--- config.mk ---
export PLATFORM = sky130hd
export DESIGN_NAME = queue_calc_unit
export DESIGN_NICKNAME = d
export VERILOG_FILES = /design/src/rtl/qcalc_pkg.sv /design/src/rtl/qcalc_divider.sv /design/src/rtl/queue_calc_unit.sv
export SDC_FILE = /design/constraint.sdc
export NUM_CORES = 1
export LEC_CHECK = 0
export CAP_MARGIN = 5
export CORE_ASPECT_RATIO = 0.5
export CORE_MARGIN = 2
export CORE_UTILIZATION = 30
export CTS_CLUSTER_SIZE = 25
export DETAILED_ROUTE_END_ITERATION = 7
export GPL_TIMING_DRIVEN = 0
export SETUP_SLACK_MARGIN = 0.02
export SLEW_MARGIN = 20
export SYNTH_ARGS = -nofsm -noshare
export SYNTH_HDL_FRONTEND = slang
export SYNTH_SLANG_ARGS = --single-unit
--- constraint.sdc ---
create_clock -name clk -period 17.15 [get_ports clk]
set_input_delay 3.43 -clock clk [delete_from_list [all_inputs] [get_ports clk]]
set_output_delay 3.43 -clock clk [all_outputs]
set_load 0.01 [all_outputs]
--- src/rtl/qcalc_pkg.sv ---
// Shared definitions for the queue calculator.
//   - Opcode encodings (OP_PUSH .. OP_CLEAR) carried on the 3-bit op input.
//   - Error codes (ERR_NONE .. ERR_DIV0) reported on the 2-bit err_code output.
//   - Control state encoding for the top-level sequencer.
package qcalc_pkg;

  localparam logic [2:0] OP_PUSH  = 3'd0;
  localparam logic [2:0] OP_POP   = 3'd1;
  localparam logic [2:0] OP_ADD   = 3'd2;
  localparam logic [2:0] OP_MUL   = 3'd3;
  localparam logic [2:0] OP_SUB   = 3'd4;
  localparam logic [2:0] OP_DIV   = 3'd5;
  localparam logic [2:0] OP_MOD   = 3'd6;
  localparam logic [2:0] OP_CLEAR = 3'd7;

  localparam logic [1:0] ERR_NONE = 2'd0;
  localparam logic [1:0] ERR_OVF  = 2'd1;
  localparam logic [1:0] ERR_UNF  = 2'd2;
  localparam logic [1:0] ERR_DIV0 = 2'd3;

  typedef enum logic {
    ST_IDLE = 1'b0,
    ST_DIV  = 1'b1
  } qcalc_state_e;

endpackage

--- src/rtl/qcalc_divider.sv ---
// Restoring unsigned divider, one quotient bit per clock.
// The first quotient bit is produced on the start edge straight from the
// dividend/divisor inputs, so all WIDTH bits are ready after WIDTH edges and
// done pulses for one cycle after that.  Quotient/remainder hold their value
// until the next start.  Requires WIDTH >= 2.
// Ports:
//   clk, reset           clock (rising edge), asynchronous active-high reset
//   start                load operands and begin a division
//   dividend, divisor    operands sampled on the start edge
//   done                 one-cycle pulse: quotient/remainder are final
//   quotient, remainder  result of dividend / divisor, dividend % divisor
module qcalc_divider #(
  parameter int WIDTH = 8
) (
  input  logic             clk,
  input  logic             reset,
  input  logic             start,
  input  logic [WIDTH-1:0] dividend,
  input  logic [WIDTH-1:0] divisor,
  output logic             done,
  output logic [WIDTH-1:0] quotient,
  output logic [WIDTH-1:0] remainder
);

  localparam int CW = $clog2(WIDTH + 1);

  logic [WIDTH-1:0] rem_q, quo_q, dvs_q;
  logic [WIDTH-1:0] rem_in, quo_in, dvs_in;
  logic [WIDTH-1:0] rem_d, quo_d;
  logic [CW-1:0]    cnt_q;
  logic             running_q, done_q;

  // One restoring step: shift the next dividend bit into the partial
  // remainder and subtract the divisor if it fits.  quo doubles as the
  // dividend shift register; quotient bits enter at the LSB.
  function automatic logic [2*WIDTH-1:0] div_step(
    input logic [WIDTH-1:0] rem,
    input logic [WIDTH-1:0] quo,
    input logic [WIDTH-1:0] dvs
  );
    logic [WIDTH:0] trial;
    logic           qbit;
    trial = {rem, quo[WIDTH-1]};
    qbit  = 1'b0;
    if (trial >= {1'b0, dvs}) begin
      trial = trial - {1'b0, dvs};
      qbit  = 1'b1;
    end
    return {trial[WIDTH-1:0], quo[WIDTH-2:0], qbit};
  endfunction

  always_comb begin
    rem_in = start ? '0       : rem_q;
    quo_in = start ? dividend : quo_q;
    dvs_in = start ? divisor  : dvs_q;
    {rem_d, quo_d} = div_step(rem_in, quo_in, dvs_in);
  end

  // Datapath registers carry no reset; they are only meaningful once done.
  always_ff @(posedge clk) begin
    if (start) dvs_q <= divisor;
    if (start || running_q) begin
      rem_q <= rem_d;
      quo_q <= quo_d;
    end
  end

  always_ff @(posedge clk or posedge reset) begin
    if (reset) begin
      running_q <= 1'b0;
      cnt_q     <= '0;
      done_q    <= 1'b0;
    end else if (start) begin
      running_q <= 1'b1;
      cnt_q     <= CW'(1);
      done_q    <= 1'b0;
    end else if (running_q) begin
      cnt_q <= cnt_q + 1'b1;
      if (cnt_q == CW'(WIDTH - 1)) begin
        running_q <= 1'b0;
        done_q    <= 1'b1;
      end
    end else begin
      done_q <= 1'b0;
    end
  end

  assign done      = done_q;
  assign quotient  = quo_q;
  assign remainder = rem_q;

endmodule

--- src/rtl/queue_calc_unit.sv ---
// Queue-based calculator over a DEPTH-entry circular operand buffer.
// Binary ops consume the two oldest entries (a = oldest, b = next) and append
// the result at the tail.  DIV/MOD run on an iterative divider and hold the
// block busy for WIDTH cycles with the queue frozen.
// Optional build macro QCALC_SAT_EN: ADD/MUL saturate to all-ones and SUB
// clamps to 0 instead of wrapping modulo 2^WIDTH.
// Ports:
//   clk, reset     clock (rising edge), asynchronous active-high reset
//   in             PUSH operand
//   op             opcode (see qcalc_pkg)
//   apply          command strobe, taken on a clock edge while ready=1
//   ready / busy   ready = !busy; busy while a DIV/MOD is in progress
//   tail           most recently written entry
//   head           oldest entry, 0 when empty
//   count          entries held; empty / full derived from it
//   valid          low once any error occurred since reset/CLEAR
//   err_code       first error since reset/CLEAR
module queue_calc_unit
  import qcalc_pkg::*;
#(
  parameter int WIDTH = 8,
  parameter int DEPTH = 5
) (
  input  logic                       clk,
  input  logic                       reset,
  input  logic [WIDTH-1:0]           in,
  input  logic [2:0]                 op,
  input  logic                       apply,
  output logic                       ready,
  output logic                       busy,
  output logic [WIDTH-1:0]           tail,
  output logic [WIDTH-1:0]           head,
  output logic [$clog2(DEPTH+1)-1:0] count,
  output logic                       empty,
  output logic                       full,
  output logic                       valid,
  output logic [1:0]                 err_code
);

  localparam int PW = $clog2(DEPTH);
  localparam int CW = $clog2(DEPTH + 1);

  qcalc_state_e     state_q, state_d;
  logic [PW-1:0]    head_ptr_q, head_ptr_d, tail_ptr_q, tail_ptr_d;
  logic [CW-1:0]    count_q, count_d;
  logic [WIDTH-1:0] tail_q, tail_d;
  logic             valid_q, valid_d;
  logic [1:0]       err_q, err_d;

  logic [WIDTH-1:0] mem_q [DEPTH];
  logic             mem_we;
  logic [WIDTH-1:0] mem_wdata;
  logic             is_mod_q;

  logic [WIDTH-1:0] op_a, op_b, div_res;
  logic             div_start, div_done;
  logic [WIDTH-1:0] div_quo, div_rem;
  logic             err_req;
  logic [1:0]       err_val;

  function automatic logic [PW-1:0] ptr_inc(input logic [PW-1:0] p);
    return (p == PW'(DEPTH - 1)) ? '0 : p + 1'b1;
  endfunction

  // Single-cycle ALU for ADD/MUL/SUB; SUB is b - a (newer minus older).
  function automatic logic [WIDTH-1:0] alu(
    input logic [2:0]       opc,
    input logic [WIDTH-1:0] a,
    input logic [WIDTH-1:0] b
  );
`ifdef QCALC_SAT_EN
    logic [WIDTH:0]     sum;
    logic [2*WIDTH-1:0] prod;
    sum  = {1'b0, a} + {1'b0, b};
    prod = {{WIDTH{1'b0}}, a} * {{WIDTH{1'b0}}, b};
    case (opc)
      OP_ADD:  return sum[WIDTH] ? '1 : sum[WIDTH-1:0];
      OP_MUL:  return (|prod[2*WIDTH-1:WIDTH]) ? '1 : prod[WIDTH-1:0];
      OP_SUB:  return (a > b) ? '0 : b - a;
      default: return '0;
    endcase
`else
    case (opc)
      OP_ADD:  return a + b;
      OP_MUL:  return a * b;
      OP_SUB:  return b - a;
      default: return '0;
    endcase
`endif
  endfunction

  assign op_a    = mem_q[head_ptr_q];
  assign op_b    = mem_q[ptr_inc(head_ptr_q)];
  assign div_res = is_mod_q ? div_rem : div_quo;

  qcalc_divider #(.WIDTH(WIDTH)) u_div (
    .clk       (clk),
    .reset     (reset),
    .start     (div_start),
    .dividend  (op_b),
    .divisor   (op_a),
    .done      (div_done),
    .quotient  (div_quo),
    .remainder (div_rem)
  );

  always_comb begin
    state_d    = state_q;
    head_ptr_d = head_ptr_q;
    tail_ptr_d = tail_ptr_q;
    count_d    = count_q;
    tail_d     = tail_q;
    valid_d    = valid_q;
    err_d      = err_q;
    mem_we     = 1'b0;
    mem_wdata  = '0;
    div_start  = 1'b0;
    err_req    = 1'b0;
    err_val    = ERR_NONE;

    case (state_q)
      ST_IDLE: begin
        if (apply) begin
          case (op)
            OP_PUSH: begin
              if (count_q == CW'(DEPTH)) begin
                err_req = 1'b1;
                err_val = ERR_OVF;
              end else begin
                mem_we     = 1'b1;
                mem_wdata  = in;
                tail_ptr_d = ptr_inc(tail_ptr_q);
                count_d    = count_q + 1'b1;
                tail_d     = in;
              end
            end
            OP_POP: begin
              if (count_q == '0) begin
                err_req = 1'b1;
                err_val = ERR_UNF;
              end else begin
                head_ptr_d = ptr_inc(head_ptr_q);
                count_d    = count_q - 1'b1;
              end
            end
            OP_ADD, OP_MUL, OP_SUB: begin
              if (count_q < CW'(2)) begin
                err_req = 1'b1;
                err_val = ERR_UNF;
              end else begin
                // When full, tail_ptr equals head_ptr: the result lands in the
                // slot of a, which is being popped in the same cycle.
                mem_we     = 1'b1;
                mem_wdata  = alu(op, op_a, op_b);
                head_ptr_d = ptr_inc(ptr_inc(head_ptr_q));
                tail_ptr_d = ptr_inc(tail_ptr_q);
                count_d    = count_q - 1'b1;
                tail_d     = mem_wdata;
              end
            end
            OP_DIV, OP_MOD: begin
              if (count_q < CW'(2)) begin
                err_req = 1'b1;
                err_val = ERR_UNF;
              end else if (op_a == '0) begin
                err_req = 1'b1;
                err_val = ERR_DIV0;
              end else begin
                div_start = 1'b1;
                state_d   = ST_DIV;
              end
            end
            default: begin
              head_ptr_d = '0;
              tail_ptr_d = '0;
              count_d    = '0;
              valid_d    = 1'b1;
              err_d      = ERR_NONE;
            end
          endcase
        end
      end
      ST_DIV: begin
        // Queue is frozen while busy, so a and b are still at head.
        if (div_done) begin
          mem_we     = 1'b1;
          mem_wdata  = div_res;
          head_ptr_d = ptr_inc(ptr_inc(head_ptr_q));
          tail_ptr_d = ptr_inc(tail_ptr_q);
          count_d    = count_q - 1'b1;
          tail_d     = div_res;
          state_d    = ST_IDLE;
        end
      end
      default: state_d = ST_IDLE;
    endcase

    // Only the first error since reset/CLEAR is recorded.
    if (err_req) begin
      valid_d = 1'b0;
      if (valid_q) err_d = err_val;
    end
  end

  always_ff @(posedge clk or posedge reset) begin
    if (reset) begin
      state_q    <= ST_IDLE;
      head_ptr_q <= '0;
      tail_ptr_q <= '0;
      count_q    <= '0;
      tail_q     <= '0;
      valid_q    <= 1'b1;
      err_q      <= ERR_NONE;
    end else begin
      state_q    <= state_d;
      head_ptr_q <= head_ptr_d;
      tail_ptr_q <= tail_ptr_d;
      count_q    <= count_d;
      tail_q     <= tail_d;
      valid_q    <= valid_d;
      err_q      <= err_d;
    end
  end

  // Storage is not reset: entries outside [head, head+count) are never read.
  always_ff @(posedge clk) begin
    if (mem_we) mem_q[tail_ptr_q] <= mem_wdata;
    if (div_start) is_mod_q <= (op == OP_MOD);
  end

  assign busy     = (state_q == ST_DIV);
  assign ready    = !busy;
  assign tail     = tail_q;
  assign count    = count_q;
  assign empty    = (count_q == '0);
  assign full     = (count_q == CW'(DEPTH));
  assign head     = empty ? '0 : op_a;
  assign valid    = valid_q;
  assign err_code = err_q;

endmodule
# --- Yosys cells after proc, flatten, opt, wreduce, memory -nomap -nowiden ---
# Memory sizes are Yosys's and may differ from the RTL's.
# Cells that the tools add are included.
word_totals:
  ff_bits: 52
  ram_bits: 40
  input_bits: 14
  word_cells: 158
  mem_count: 1
mem_list:
  columns: ["memory", "words", "word_bits", "read_ports", "rd_clocked_by_memory_dff", "write_ports", "line", "source"]
  rows:
  - ["mem_q", 5, 8, 2, 0, 1, "queue_calc_unit.sv:50", "logic [WIDTH-1:0] mem_q [DEPTH];"]
classes:
  add_sub_neg: 9
  n_mul: 1
  order_cmp: 2
  n_eq_ne: 23
  mux: 90
  bitwise_logic: 1
  reduce_logical: 17
ops:
  columns: ["op", "n"]
  rows:
  - ["$mux 8", 14]
  - ["$pmux 8 s2", 4]
  - ["$mux 3", 16]
  - ["$mux 1", 31]
  - ["$pmux 8 s3", 1]
  - ["$mux 2", 11]
  - ["$eq 3x3->1 const B", 7]
  - ["$pmux 3 s2", 3]
  - ["$pmux 3 s3", 2]
  - ["$sub 8x8->8", 2]
  - ["$reduce_and 5->1", 3]
  - ["$add 3x1->3 const B", 4]
  - ["$pmux 3 s4", 1]
  - ["$ge 9x8->1", 1]
  - ["$ne 3x3->1 const B", 3]
  - ["$reduce_or 3->1", 3]
  - ["$add 8x8->8", 1]
  - ["$logic_not 8->1", 1]
  - ["$mul 8x8->8", 1]
  - ["$mux 4", 2]
  - ["$ne 2x2->1 const B", 4]
  - ["$pmux 2 s4", 1]
  - ["$reduce_or 7->1", 1]
  - ["$eq 3x2->1 const B", 2]
  - ["other kinds (18)", 24]

# --- Depth between registers and ports, before layout ---
# Gate-level depths: netlist (run 1).
# An unclocked memory read counts as a cell.
logic_depth:
  word_depth: 10
  mapped_depth: 30
  ltp_nobuf: 27

# --- Cells and area by module ---
# From an unflattened synthesis (run 1), not the netlist that was laid out.
hier_totals:
  hier_cells: 677
  area_unflattened_um2: 6867.8
modules_own_cells:
  columns: ["mod", "instances", "cells_per_inst", "area_per_inst_um2", "seq_area_each_um2"]
  rows:
  - ["queue_calc_unit", 1, 544, 5245.0, 1757.9]
  - ["qcalc_divider", 1, 133, 1622.8, 790.8]

# --- Worst setup path after synthesis (run 1) ---
# Ideal clock, no wire load.
synth_timing:
  path_kind: "input port to flip-flop"
  startpoint: "input op[0]"
  endpoint: "register u_div.rem_q[2] (netlist: u_div.remainder[2]), data pin"
  setup_ps: 260
  arrival_time_ps: 6864
  required_time_ps: 16890
  slack_ps: 10026
  path_stages: 19
  cell_sequence: "clkbuf_1 -> xor2_1 -> nand2_1 -> or4_1 -> buf_2 -> inv_2 -> buf_2 -> a21boi_1 -> ha_1 -> nor2b_1 -> o21ai_0 -> a21boi_0 -> o21ai_0 -> a21boi_0 -> o21ai_0 -> inv_1 -> o21ai_0 -> nand3_2 -> mux2_2"
synth_via:
  elab_chain_cells: 8
synth_lines:
  columns: ["element", "line", "source"]
  rows:
  - ["start: declaration", "queue_calc_unit.sv:27", "input logic [2:0] op,"]
  - ["$eq 3x3->1", "queue_calc_unit.sv:124", "case (op)"]
  - ["$reduce_or 2->1 (*)", "queue_calc_unit.sv:124", null]
  - ["$mux 1 (*)", "queue_calc_unit.sv:124", null]
  - ["$mux 1 (*)", "queue_calc_unit.sv:123", "if (apply) begin"]
  - ["$mux 1 (*)", "queue_calc_unit.sv:121", "case (state_q)"]
  - ["via div_start", "queue_calc_unit.sv:56", "logic div_start, div_done;"]
  - ["$mux 8 (on tied branches)", "qcalc_divider.sv:54, qcalc_divider.sv:53, qcalc_divider.sv:55", null]
  - ["$sub 8x8->8 / $ge 9x8->1 (equally long branches)", "qcalc_divider.sv:46, qcalc_divider.sv:45", null]
  - ["$mux 8 (*)", "qcalc_divider.sv:45", "if (trial >= {1'b0, dvs}) begin"]
  - ["via u_div.rem_d[2]", "qcalc_divider.sv:29", "logic [WIDTH-1:0] rem_d, quo_d;"]
  - ["end signal: assignment", "qcalc_divider.sv:63", "rem_q <= rem_d;"]
  - ["end: declaration", "qcalc_divider.sv:27", "logic [WIDTH-1:0] rem_q, quo_q, dvs_q;"]
# Mark *: on every way through the listed nets, which the timed path passes. The rest lies on a longest branch.
# A chain may end at the register's enable or synchronous reset.

# --- Worst setup path after layout (run 1) ---
layout_timing:
  startpoint: "input op[2]"
  endpoint: "register u_div.rem_q[6] (netlist: u_div.remainder[6]), data pin"
# Same word-level chain as after synthesis.

==> results of run 1 <==
==> registers in the layout, summed over array words and instances (netlist names) <==
register         count
u_div.running_q      1
head_ptr_q           3
count                3
valid                1
u_div.dvs_q          8
mem_q               40
u_div.remainder      8
is_mod_q             1
busy                 1
u_div.done           1
tail                 8
u_div.quotient       8
tail_ptr_q           3
err_code             2
u_div.cnt_q          4
==> kinds of logic after synthesis <==
kind of cell               after synthesis
DFF                                     92
buffers and inverters                   95
xor gates and xnor gates                34
AOI/OAI and AO/OA                      158
and+or+nand+nor                        210
adders and majority gates               58
muxes                                   44
==> stage by stage <==
stage / setup WS, ns / util / cell area [um^2]
floorplan: 10.03 / - / 6670
global placement: 9.03 / 0.341 / 7420
detailed placement: 9.00 / 0.343 / 7450
CTS: 9.34 / 0.356 / 7740
global route: 8.91 / 0.356 / 7740
finish: 9.32 / 0.356 / 7740
==> per-layer routing <==
metal  GRT usage  vias to the layer above
met5           0                        -
met4      0.0437                        0
met3      0.0260                       24
met2       0.264                      126
met1       0.214                     2575
li1            -                     2533
==> placed cells by master (no fill, tap or decap), types with 9 or more instances in the layout <==
cell             instances
clkbuf_1                17
o21ai_0                 45
inv_1                   59
dfrtp_1                 26
clkdlybuf4s50_1         37
nor2_1                  71
xnor2_1                 23
o22ai_1                 14
mux2_2                  13
nor2b_1                 14
nand2_1                 69
edfxtp_1                57
ha_1                    44
xor2_1                   9
mux2i_1                 22
fa_1                    14
a22oi_1                 10
clkbuf_16                9
a21oi_1                 20
and2_1                  12
buf_2                   13
nand2b_1                13
a21o_1                  15
==> final timing paths <==
check,from,to,slack [ns],cells after the start
setup / recovery,op[2],u_div.remainder[6],9.32,19
hold / removal,u_div.dvs_q[7],u_div.dvs_q[7],0.45,2
setup reg to reg,head_ptr_q[0],tail[7],9.68,28
hold reg to reg,u_div.dvs_q[7],u_div.dvs_q[7],0.45,2
max in group asynchronous,reset,busy,13.30,2
min in group asynchronous,reset,count[0],3.46,2
==> worst max-delay path, stage by stage <==
cell and delay, ns:
clkdlybuf4s50_1 0.53, clkbuf_1 0.34, nand2_1 0.13, or4_1 0.51, buf_2 0.21, inv_2 0.08, buf_2 0.24, a21boi_1 0.13
ha_1 0.31, nor2b_1 0.13, o21ai_0 0.20, a21boi_0 0.15, o21ai_0 0.24, a21boi_0 0.16, o21ai_0 0.19, inv_1 0.07
o21ai_0 0.25, nand3_2 0.28, mux2_2 0.34
==> cell usage after synthesis, drive strengths merged (2+ instances only) <==
library cell,instances
o31ai,3
nand3,9
ha,44
o2bb2ai,2
mux4,8
o22ai,14
and3,2
o21a,7
inv,62
and2,13
o21ai,48
xnor3,2
nor2b,14
buf,15
dfrtp,26
a21oi,22
xnor2,23
a211o,2
edfxtp,57
a22oi,10
nand2,69
fa,14
or2,4
clkbuf,18
a31oi,3
xor2,9
nor4,3
nand4,3
nor3b,2
mux2,13
a32oi,2
a21o,15
o221ai,2
a221oi,3
a21boi,9
o22a,2
nand2b,13
nor3,2
nor2,71
dfxtp,8
mux2i,23
a22o,2
==> final cells by class <==
| cell class | count | area [um^2] | share of cell area |
|---|---|---|---|
| Inverter | 62 | 233 | 0.0301 |
| Multi-Input combinational cell | 504 | 3740 | 0.483 |
| Sequential cell | 92 | 2550 | 0.329 |
| Tap cell | 300 | 375 | 0.0485 |
| Clock buffer | 9 | 225 | 0.0291 |
| Clock inverter | 7 | 63.8 | 0.00825 |
| Buffer | 33 | 166 | 0.0215 |
| Timing Repair Buffer | 40 | 385 | 0.0498 |
==> metrics.md, run 1 <==
| Metric | Value |
|---|---|
| Outcome | finished, final reports clean |
| Largest family of logic cells by synthesized area | compound AO/OA/AOI/OAI gates |
| XOR/XNOR Fraction of Synth Area | 0.0488 |
| CTS tree | built |
| Ys async rst share | 0.293 |
| Worst-margin pin slew | between 1 and 1.5 ns |
| Pin count of the biggest net entering global routing | 28 |
| CP endpoint kind | flop |
| Critical path class | input port to flop |
| Final std cells w/o fill | about 1000 |
| Clk Latency, worst-skew pair | 0.35 ns |
| Die X | 215 um |
| Net Count, Synth | 763 |
| Synth top area cells | edfxtp_1 (26%), dfrtp_1 (9.8%), ha_1 (8.3%) |
| Slew margin rel. | 0.260 |
| Die Area | 23500 um^2 |
| Post-Synthesis Cells | just under 700 |
| Placer Congestion | 0.887 |
| Fillers | 2203 |
| Post-detail-place hpwl | 13.8 mm |
| # IOs | 40 |
| # Post-CTS Setup Buffers | 0 |
| Post-Route WL | 17.8 mm |
| Fmax | ~130 MHz |
| Post-CTS sizing | 0 |
| Area Growth Syn to Fin | 16.0% |
| Antenna violations before repair | 0 |
| Worst Clk Skew | 0.00694 ns |
| M1 WL | 8.58 mm |
| Initial DRT Pass Iterations | 5 |
| DRC violations left | 0 |
| Largest area contributor in the synthesized netlist | edfxtp_1 |
| Post-route ant nets | 0 |
| Syn avg cell area | 9.65 um^2 |
| WL per Instance | between 15 and 20 um |
| Clock Pin Slew Worst Setup and Hold Paths | ~0.060 ns |
| Worst setup SP type | input port |
| RSZ-0062 raised after global routing | no |
| Core outline area | 21700 um^2 |
| Uppermost layer routed | met4 |
| WP data required | 17.25 ns |
| Placed Cells | 1031 |
| Tcrit/Tclk final | 0.456 |
| DR WL met3 | 793 um |
| Die height | 109 um |
| Total negative slack | 0 ns |
| Gr ovfl total | 0 |
| Tmin final | about 7.8 ns |
| Fraction of layout cells with a size suffix above 1 | 0.0910 |
| Final Hold Viols | 0 |
| CTS Buf Count | 9 |
| Critical path data arrival time | 7.93 ns |
| Antenna Cells | 0 |
| Synth Area in Compound Gates | 0.155 |
| Number of enable flip-flop cells after synthesis | 57 |
| YS warnings | 0 |
| Hold Buf Count CTS | 0 |
| Number of vias per cell | 5.02 |
| Seq/Total Area, Yosys | 0.382 |
| Met2 Wirelength | 8.18 mm |
| Cell area after synthesis | 6670 um^2 |
| Max cap viols | 0 |
| Worst Hold Class | flop to flop |
| First-pass GRT wire length | 28.7 mm |
| Adder-Cell Fraction of Synth Area | 0.125 |
| Yosys cell types | 72 |
| Root Driver | clkbuf_16 |
| Number of synthesized register bits | a little over 90 |
| Vias in the first global route | 5125 |
| CTS Sinks | 92 |
| First-iteration detailed-routing DRC count | between 300 and 400 |
| Slew Viols, Final | 0 |
| Final Hold Slack | 0.454 ns |
| Synth top area share | 0.257 |
| Nets | 814 |
| Crit-path max FO | 10 |
| Number of H-tree levels | 3 |
| Post-Synth Simple-Gate Area | 0.145 |
| Initial Util | 0.307 |
| # rows | 38 |
| Port Buffer Count | 37 |
| Setup violators final | 0 |
| Total number of vias | 5258 |
| Clock Tree Buf Depth | 2 |
| Mux cell area share after synthesis | 0.0853 |
| Main synth FF type | edfxtp_1 |
| Total Routing Usage GR | 0.158 |
Power of run 1 is not shown: default switching activity piles up to over one toggle a cycle in this logic, so the estimate is an artifact.
==> run 2, diff against run 1 <==
- clock period: 17.15 -> 7 ns (I/O delays scaled with it)
==> metrics.md, run 2 (same netlist as run 1, synthesis figures left out) <==
| Metric | Value |
|---|---|
| Outcome | finished, final reports clean (unchanged) |
| Fmax | 153 MHz |
| Antenna Cells | 0 (unchanged) |
| Placer Congestion | 0.887 (unchanged) |
| WL per Instance | 17.0 um (about the same) |
| Die X | 215 um (unchanged) |
| # rows | 38 (unchanged) |
| Post-route ant nets | 0 (unchanged) |
| Clk Latency, worst-skew pair | 0.35 ns (about the same) |
| Fraction of layout cells with a size suffix above 1 | 0.104 (was 0.0910) |
| DRC violations left | 0 (unchanged) |
| Total Routing Usage GR | 0.158 (about the same) |
| Number of vias per cell | 5.00 (was 5.02) |
| First-pass GRT wire length | 28.7 mm (about the same) |
| Max cap viols | 0 (unchanged) |
| Tmin final | 6.55 ns |
| Top reg by flops | mem_q (unchanged) |
| Hold Crit Depth | 2 (unchanged) |
| Core outline area | 21700 um^2 (unchanged) |
| Slew margin rel. | 0.253 (was 0.260) |
| Worst Clk Skew | 0.00777 ns (was 0.00694 ns) |
| Initial DRT Pass Iterations | 5 (unchanged) |
| CP endpoint kind | flop (unchanged) |
| Crit-path max FO | 16 (was 10) |
| Critical path data arrival time | 6.79 ns (was 7.93 ns) |
| Initial Util | 0.307 (unchanged) |
| Die height | 109 um (unchanged) |
| Max FFs per register | 40 (unchanged) |
| First-iteration detailed-routing DRC count | 373 (was 380) |
| Gr ovfl total | 0 (unchanged) |
| Post-detail-place hpwl | 13.8 mm (unchanged) |
| Clock Tree Buf Depth | 2 (unchanged) |
| # IOs | 40 (unchanged) |
| Most used cell, CP | inv_1 (was o21ai_0) |
| Clock Pin Slew Worst Setup and Hold Paths | 0.07 ns (was 0.06 ns) |
| CTS Buf Count | 9 (unchanged) |
| Post-Route WL | 17.9 mm (was 17.8 mm) |
| CTS tree | built (unchanged) |
| Slew Viols, Final | 0 (unchanged) |
| Met2 GRT Util | 0.265 (was 0.264) |
| Root Driver | clkbuf_16 (unchanged) |
| Die Area | 23500 um^2 (unchanged) |
| WP data required | 7.24 ns (was 17.25 ns) |
| Critical path class | flop to flop (was input port to flop) |
| Antenna violations before repair | 0 (unchanged) |
| Final Hold Slack | 0.457 ns (was 0.454 ns) |
| Number of H-tree levels | 3 (unchanged) |
| Setup violators final | 0 (unchanged) |
| Tcrit/Tclk final | 0.935 |
| Worst Hold Class | flop to flop (unchanged) |
| Pin count of the biggest net entering global routing | 28 (unchanged) |
| Total negative slack | 0 ns (unchanged) |
| CP max stage delay | 0.54 ns (was 0.53 ns) |
| Commonest non-fill, non-tap cells in the layout | nor2_1 (71), nand2_1 (69), inv_1 (59) (unchanged) |
| Busiest grt layer | met2 (unchanged) |
| Final Hold Viols | 0 (unchanged) |
| Met1 Track Usage GR | 0.214 (about the same) |
| Hold Buf Count CTS | 0 (unchanged) |
| Critical path's slowest cell | fa_1 (was clkdlybuf4s50_1) |
| Worst setup SP type | flop (was input port) |
| Area Growth Syn to Fin | 16.8% (was 16.0%) |
| R2r worst-path depth | 27 (was 28) |
| RSZ-0062 raised after global routing | no (unchanged) |
| CTS Sinks | 92 (unchanged) |
| Most common cell after layout, fill and taps aside | nor2_1 (unchanged) |
| Worst-margin pin slew | 1.11 ns (about the same) |
| Vias in the first global route | 5136 (was 5125) |
| Port Buffer Count | 37 (unchanged) |
| Nets | 815 (was 814) |
| Total number of vias | 5242 (was 5258) |
| Met3 Usage GRT | 0.0260 (unchanged) |
==> run 2: what timing repair did <==
item	4_1_cts	5_1_grt
resized for setup	5	16
buffers inserted	0	2
endpoints found under the hold margin	0	0
pin swaps	0	1
endpoints found under the setup margin	12	6
==> run 2: worst paths after layout <==
check	start	slack [ns]	endpoint
min in group asynchronous	reset	1.43	count[0]
worst min-delay path	u_div.dvs_q[7]	0.46	u_div.dvs_q[7]
max in group asynchronous	reset	5.18	busy
worst max-delay path	head_ptr_q[0]	0.45	tail[7]
worst min register to register	u_div.dvs_q[7]	0.46	u_div.dvs_q[7]
worst max register to register	head_ptr_q[0]	0.45	tail[7]
==> run 2: final cells by class <==
| class | instances | area [um^2] |
|---|---|---|
| Clock buffer | 9 | 225 |
| Buffer | 32 | 183 |
| Tap cell | 300 | 375 |
| Timing Repair Buffer | 42 | 400 |
| Fill cell | 2195 | 13900 |
| Sequential cell | 92 | 2550 |
| Clock inverter | 7 | 63.8 |
| Inverter | 62 | 233 |
| Multi-Input combinational cell | 504 | 3760 |
==> run 2: critical path: cells and delay by family, from the launching register on <==
kind / cells / cell delay [ns]
compound gates: 5 / 1.25
xor+xnor: 4 / 0.80
fa+ha+maj: 6 / 2.43
buf+inv: 8 / 0.94
flops: 1 / 0.37
mux: 1 / 0.34
simple gates: 3 / 0.29
==> run 2: per-layer routing <==
layer,vias up,wire length [um]
li1,2528,-
met4,0,273
met2,131,8210
met1,2560,8570
met3,23,799
met5,-,0
==> run 2: metrics by stage <==
step | cells | cell area [um^2] | setup slack [ns] | util
floorplan | 691 | 6670 | 0.681 | -
global placement | 1028 | 7420 | -0.341 | 0.341
detailed placement | 1031 | 7450 | -0.368 | 0.343
CTS | 1047 | 7750 | 0.0649 | 0.357
global route | 1048 | 7790 | 0.0982 | 0.359
finish | 1048 | 7790 | 0.455 | 0.359
Power of run 2 is left out for the same reason.
